## src/rtl/kbd_event_ctrl_pkg.sv

```systemverilog
// Shared types and scancode constants for the keyboard event sequencer.
package kbd_event_ctrl_pkg;

  localparam int unsigned CODE_W = 8;
  localparam int unsigned GAP_W  = 2;

  localparam logic [CODE_W-1:0] SC_EXT    = 8'hE0;
  localparam logic [CODE_W-1:0] SC_BRK    = 8'hF0;
  localparam logic [CODE_W-1:0] SC_LSHIFT = 8'h12;
  localparam logic [CODE_W-1:0] SC_RSHIFT = 8'h59;
  localparam logic [CODE_W-1:0] SC_CTRL   = 8'h14;
  localparam logic [CODE_W-1:0] SC_CAPS   = 8'h58;

  typedef enum logic [2:0] {
    ST_IDLE,
    ST_POP,
    ST_GAP,
    ST_DECODE,
    ST_EMIT
  } state_e;

  typedef struct packed {
    logic [CODE_W-1:0] code;
    logic              ext;
    logic              brk;
    logic              rep;
  } evt_t;

  // Two-digit BCD increment, 99 wraps to 00.
  function automatic logic [7:0] bcd2_inc(input logic [7:0] v);
    logic [3:0] ones;
    logic [3:0] tens;
    ones = v[3:0];
    tens = v[7:4];
    if (ones == 4'd9) begin
      ones = 4'd0;
      tens = (tens == 4'd9) ? 4'd0 : tens + 4'd1;
    end else begin
      ones = ones + 4'd1;
    end
    return {tens, ones};
  endfunction

endpackage

```

## src/rtl/kbd_event_ctrl_bcd2_counter.sv

```systemverilog
// Two-digit BCD counter: synchronous clear, increment, wraps 99 -> 00.
module bcd2_counter
  import kbd_event_ctrl_pkg::*;
(
  input  logic       clk,
  input  logic       rst,
  input  logic       inc,
  input  logic       clr,
  output logic [7:0] bcd
);

  always_ff @(posedge clk or posedge rst) begin
    if (rst) begin
      bcd <= 8'h00;
    end else if (clr) begin
      bcd <= 8'h00;
    end else if (inc) begin
      bcd <= bcd2_inc(bcd);
    end
  end

endmodule

```

## src/rtl/kbd_event_ctrl.sv

```systemverilog
// Pops PS/2 scancodes from the FIFO, folds E0/F0 prefixes into flags and
// emits one event per key action with modifier, held-key and press-count tracking.
module kbd_event_ctrl
  import kbd_event_ctrl_pkg::*;
#(
  parameter int unsigned GAP_CYCLES  = 1,
  parameter int unsigned EMIT_REPEAT = 1
) (
  input  logic              clk,
  input  logic              rst,
  input  logic [CODE_W-1:0] kb_data,
  input  logic              kb_ready,
  input  logic              kb_overflow,
  output logic              kb_nextdata_n,
  output logic              evt_valid,
  input  logic              evt_ready,
  output logic [CODE_W-1:0] evt_code,
  output logic              evt_ext,
  output logic              evt_break,
  output logic              evt_repeat,
  output logic              shift_o,
  output logic              ctrl_o,
  output logic              caps_o,
  output logic [CODE_W-1:0] held_code,
  output logic [7:0]        press_bcd,
  output logic              ovf_sticky,
  input  logic              ovf_clr
);

  state_e            state_q, state_d;
  logic [CODE_W-1:0] byte_q, byte_d;
  logic              ext_f_q, ext_f_d;
  logic              brk_f_q, brk_f_d;
  logic [GAP_W-1:0]  gap_q, gap_d;
  evt_t              evt_q, evt_d;
  logic              shift_d, ctrl_d, caps_d;
  logic [CODE_W-1:0] held_d;
  logic              held_ext_q, held_ext_d;
  logic              nextdata_n_d, evt_valid_d, ovf_d;
  logic              inc_c, is_rep_c, is_shift_c;

  assign evt_code   = evt_q.code;
  assign evt_ext    = evt_q.ext;
  assign evt_break  = evt_q.brk;
  assign evt_repeat = evt_q.rep;

  always_ff @(posedge clk or posedge rst) begin
    if (rst) begin
      state_q       <= ST_IDLE;
      byte_q        <= '0;
      ext_f_q       <= 1'b0;
      brk_f_q       <= 1'b0;
      gap_q         <= '0;
      evt_q         <= '0;
      shift_o       <= 1'b0;
      ctrl_o        <= 1'b0;
      caps_o        <= 1'b0;
      held_code     <= '0;
      held_ext_q    <= 1'b0;
      kb_nextdata_n <= 1'b1;
      evt_valid     <= 1'b0;
      ovf_sticky    <= 1'b0;
    end else begin
      state_q       <= state_d;
      byte_q        <= byte_d;
      ext_f_q       <= ext_f_d;
      brk_f_q       <= brk_f_d;
      gap_q         <= gap_d;
      evt_q         <= evt_d;
      shift_o       <= shift_d;
      ctrl_o        <= ctrl_d;
      caps_o        <= caps_d;
      held_code     <= held_d;
      held_ext_q    <= held_ext_d;
      kb_nextdata_n <= nextdata_n_d;
      evt_valid     <= evt_valid_d;
      ovf_sticky    <= ovf_d;
    end
  end

  always_comb begin
    state_d    = state_q;
    byte_d     = byte_q;
    ext_f_d    = ext_f_q;
    brk_f_d    = brk_f_q;
    gap_d      = gap_q;
    evt_d      = evt_q;
    shift_d    = shift_o;
    ctrl_d     = ctrl_o;
    caps_d     = caps_o;
    held_d     = held_code;
    held_ext_d = held_ext_q;
    inc_c      = 1'b0;
    // A make of the held key (ext bit included) is typematic; 00 means nothing held.
    is_rep_c   = !brk_f_q && (held_code != '0) && (byte_q == held_code) &&
                 (ext_f_q == held_ext_q);
    is_shift_c = !ext_f_q && ((byte_q == SC_LSHIFT) || (byte_q == SC_RSHIFT));

    case (state_q)
      ST_IDLE: begin
        if (kb_ready) begin
          byte_d  = kb_data;
          state_d = ST_POP;
        end
      end
      ST_POP: begin
        gap_d   = '0;
        state_d = ST_GAP;
      end
      ST_GAP: begin
        if (gap_q == GAP_W'(GAP_CYCLES - 1)) begin
          state_d = ST_DECODE;
        end else begin
          gap_d = gap_q + GAP_W'(1);
        end
      end
      ST_DECODE: begin
        state_d = ST_IDLE;
        if (byte_q == SC_EXT) begin
          ext_f_d = 1'b1;
        end else if (byte_q == SC_BRK) begin
          brk_f_d = 1'b1;
        end else begin
          evt_d.code = byte_q;
          evt_d.ext  = ext_f_q;
          evt_d.brk  = brk_f_q;
          evt_d.rep  = is_rep_c;
          ext_f_d    = 1'b0;
          brk_f_d    = 1'b0;
          if (brk_f_q) begin
            if ((byte_q == held_code) && (ext_f_q == held_ext_q)) begin
              held_d     = '0;
              held_ext_d = 1'b0;
            end
            if (is_shift_c)         shift_d = 1'b0;
            if (byte_q == SC_CTRL)  ctrl_d  = 1'b0;
          end else begin
            if (is_shift_c)         shift_d = 1'b1;
            if (byte_q == SC_CTRL)  ctrl_d  = 1'b1;
            if (!is_rep_c) begin
              held_d     = byte_q;
              held_ext_d = ext_f_q;
              inc_c      = 1'b1;
              if ((byte_q == SC_CAPS) && !ext_f_q) caps_d = !caps_o;
            end
          end
          if (!(is_rep_c && (EMIT_REPEAT == 0))) state_d = ST_EMIT;
        end
      end
      ST_EMIT: begin
        if (evt_ready) state_d = ST_IDLE;
      end
      default: state_d = ST_IDLE;
    endcase

    nextdata_n_d = (state_d != ST_POP);
    evt_valid_d  = (state_d == ST_EMIT);
    ovf_d        = kb_overflow ? 1'b1 : (ovf_clr ? 1'b0 : ovf_sticky);
  end

  bcd2_counter u_press (
    .clk (clk),
    .rst (rst),
    .inc (inc_c),
    .clr (1'b0),
    .bcd (press_bcd)
  );

endmodule

```

## config.mk

```make
export PLATFORM = sky130hd
export DESIGN_NAME = kbd_event_ctrl
export DESIGN_NICKNAME = d
export VERILOG_FILES = /design/src/rtl/kbd_event_ctrl_pkg.sv /design/src/rtl/kbd_event_ctrl_bcd2_counter.sv /design/src/rtl/kbd_event_ctrl.sv
export SDC_FILE = /design/constraint.sdc
export NUM_CORES = 1
export LEC_CHECK = 0
export ABC_AREA = 1
export CELL_PAD_IN_SITES_DETAIL_PLACEMENT = 1
export CELL_PAD_IN_SITES_GLOBAL_PLACEMENT = 1
export CORE_ASPECT_RATIO = 0.9
export CORE_UTILIZATION = 30
export DETAILED_ROUTE_END_ITERATION = 6
export PLACE_DENSITY = 0.6
export SLEW_MARGIN = 20
export SYNTH_ARGS = -nofsm -noshare
export SYNTH_HDL_FRONTEND = slang
export SYNTH_SLANG_ARGS = --single-unit
```

## constraint.sdc

```tcl
create_clock -name clk -period 1.8 [get_ports clk]
set_clock_uncertainty 0.05 [all_clocks]
set_input_delay 0.36 -clock clk [delete_from_list [all_inputs] [get_ports clk]]
set_output_delay 0.36 -clock clk [all_outputs]
set_load 0.01 [all_outputs]
```

==> results by group <==
Yosys
  – Number of synthesized register bits: 49
  – Sequential share of the synthesized area: 49.5%
  – Top cell type by total area after synthesis: dfrtp_1
  – Syn_nets: 300
  – Mapped Area: 2480 µm²
  – Post-synth top area share: 48.4%
  – Avg Cell Area, Syn: 8.70 µm²
  – Cells after Synth: 285
  – Synth cell types: 35
  – Synth top area cells: dfrtp_1 48%, nand2_1 12%, nor2_1 5.9%, nand4_1 3.5%, xnor2_1 3.2%
  – Yosys Warn Count: 0

Drt
  – DRC: 5
  – Wire per inst: 13.9 µm
  – Via count: 2111
  – Pre-antenna DRT Iters: 7
  – WL final: 6.33 mm
  – ANT nets after route: 0
  – Drt via density: 4.65
  – Initial DRC count: 67

Critical path
  – Reg2reg start: byte_q[0]$_DFFE_PP0P_
  – Crit path launch type: flop
  – R2R setup slack: 0.12 ns
  – CP top delay family: flip-flops
  – Buf+Inv Stages, Crit Path: 1
  – Req. time, crit path: 1.39 ns
  – CP Class: reg2out
  – Element type at the critical path end: output pin
  – Worst r2r dst: held_ext_q$_DFFE_PP0P_
  – Worst-path cell chain: clkdlybuf4s50_1
  – Crit path DAT: 1.33 ns
  – Slowest stage delay, CP: 0.52 ns
  – Worst Path Max Fanout: 1
  – R2r worst-path depth: 7
  – Crit path depth: 1
  – Worst path slowest cell: dfstp_2

STA
  – Min Hold Slack: 0.346 ns
  – Final Cycle Share: 96.9%
  – Slew HR: 69.3%
  – Fmax: 573 MHz
  – Minimum clock period: 1.74 ns
  – Hold Fails Final Rpt: 0
  – Pins Over Slew Limit: 0
  – Worst-margin pin slew: 0.458 ns
  – Setup-failing EPs final: 0

Global route
  – Largest net degree at the start of global routing: 50
  – Grt total ovfl: 0
  – All-Layer GR Usage: 14.8%
  – Vias in the first global route: 2002
  – First-pass GRT wire length: 10.0 mm
  – Initial antenna violation count: 0

Place
  – Area after DPL: 3080 µm²
  – Port bufs: 46
  – Placer Congestion: 0.735
  – DP Wirelength: 4.53 mm

CTS
  – H-tree Lvls: 2
  – Root Driver: clkbuf_8
  – Total CTS buffers: 5
  – Clock sink count: 49
  – Longest Clk Path Bufs: 2
  – Reg clk slew, reported paths: 0.09 ns
  – Worst-skew pair later-pin latency: 0.30 ns
  – CTS tree: built

Final layout
  – Final Cell Area: 3310 µm²
  – Area growth syn-to-layout: 33.4%
  – Share of cells above drive strength 1: 19.4%
  – Antenna Cells: 0
  – Final #Nets: 369

Floorplanning
  – DIE AREA: 8630 µm²
  – Die height: 88.3 µm
  – Starting Density: 30.9%
  – Row count: 31
  – # IOs: 47
  – Core ar.: 8030 µm²
  – Die width: 97.8 µm

Worst hold path
  – Hold Crit Class: in2async

Power and ir drop
  – Leakage power: 1.48 nW
  – VDD IR max: 0.463 mV
  – Pwr/cell area: 1570 nW/µm²

Outcome
  – Failing checks: design-rule violations
  – Status: finished with violations

Job
  – Max-cap violations: 0
[worst max path at each step]
stage                                       to  slack (ns)                      from
global placement    u_press.bcd[3]$_DFFE_PP0P_        0.09     byte_q[7]$_DFFE_PP0P_
global route        u_press.bcd[6]$_DFFE_PP0P_      -0.007     byte_q[7]$_DFFE_PP0P_
detailed placement  u_press.bcd[3]$_DFFE_PP0P_        0.09  held_code[6]$_DFFE_PP0P_
CTS                              kb_nextdata_n        0.04   kb_nextdata_n$_DFF_PP1_
floorplan                  brk_f_q$_DFFE_PP0P_        0.22                       rst
finish                           kb_nextdata_n        0.06   kb_nextdata_n$_DFF_PP1_
[synth_stat cells]
library cell,number
inv_2,9
buf_6,3
xnor2_1,9
nand2_2,2
o211ai_1,1
xor2_2,1
a21oi_1,10
dfstp_2,1
buf_8,1
ha_1,1
nor2_4,2
o21ai_2,8
nor2_1,39
nand2_1,76
o21bai_1,1
nand3b_1,1
nand3_4,3
nand3_1,6
nor4_1,1
nand2_4,2
nor2_2,2
nor3_4,1
o21ai_0,6
o21ai_1,2
clkbuf_1,3
a21boi_0,1
inv_4,1
inv_1,17
nand3_2,1
nor2_8,1
xor2_1,2
dfrtp_1,48
nor3_1,8
a21oi_2,1
nand4_1,14
[where the power goes]
| part | switching (mW) | internal, mW |
|---|---|---|
| Sequential | 0.403 | 1.52 |
| Combinational | 1.40 | 1.19 |
| Clock | 0.361 | 0.314 |
[per-layer routing]
layer | up-vias | share of wire [%] | track usage (%)
li1 | 1058 | - | -
met1 | 1025 | 50 | 20.4
met2 | 22 | 47 | 24.5
met3 | 6 | 1.7 | 2.29
met4 | 0 | 1.2 | 4.13
met5 | - | 0 | 0
[sequential cells by signal, summed over array words and instances, names as in the netlist, 2 cells and up]
signal / cells
byte_q: 8
evt_code: 8
gap_q: 2
held_code: 8
state_q: 3
u_press.bcd: 8
[area by class of cell]
type                            count  area [µm²]
Multi-Input combinational cell    205        1120
Timing Repair Buffer               66         639
Inverter                           27         106
Fill cell                         953        4720
Sequential cell                    49        1230
Clock buffer                        8        90.1
Tap cell                           99         124
[per-stage QoR]
| step | power, mW | std cells | worst slack, ns | TNS (ns) | util (%) |
|---|---|---|---|---|---|
| floorplan | 3.41 | 285 | 0.219 | 0 | - |
| global placement | 4.35 | 431 | 0.0904 | 0 | 38.3 |
| detailed placement | 4.41 | 431 | 0.0854 | 0 | 38.3 |
| CTS | 5.10 | 439 | 0.0414 | 0 | 39.4 |
| global route | 5.62 | 454 | -0.00693 | -0.0113 | 41.2 |
| finish | 5.19 | 454 | 0.0554 | 0 | 41.2 |
[what timing repair did]
action / 4_1_cts / 5_1_grt
buffers inserted: 0 / 12
setup endpoints to repair: 0 / 25
hold endpoints to repair: 0 / 0
gates resized for setup: 0 / 6
hold buffers: 0 / 0
[placed cells by master (no fill, tap or decap), types with 8 or more instances in the layout]
cell type	count
nand2_1	75
clkdlybuf4s50_1	46
dfrtp_1	45
nor2_1	39
buf_4	17
inv_1	16
nand4_1	14
inv_2	10
a21oi_1	10
xnor2_1	9
nor3_1	8
o21ai_2	8
[cells by family after synthesis]
| family | synth area share, % |
|---|---|
| AO/OA/AOI/OAI | 7.72 |
| XOR/XNOR | 4.54 |
| adder cells (fa/ha/maj) | 0.504 |
| buffers and inverters | 6.61 |
| flip-flops | 49.5 |
| AND/OR/NAND/NOR | 31.1 |
Power figures use the tool's default switching activity.
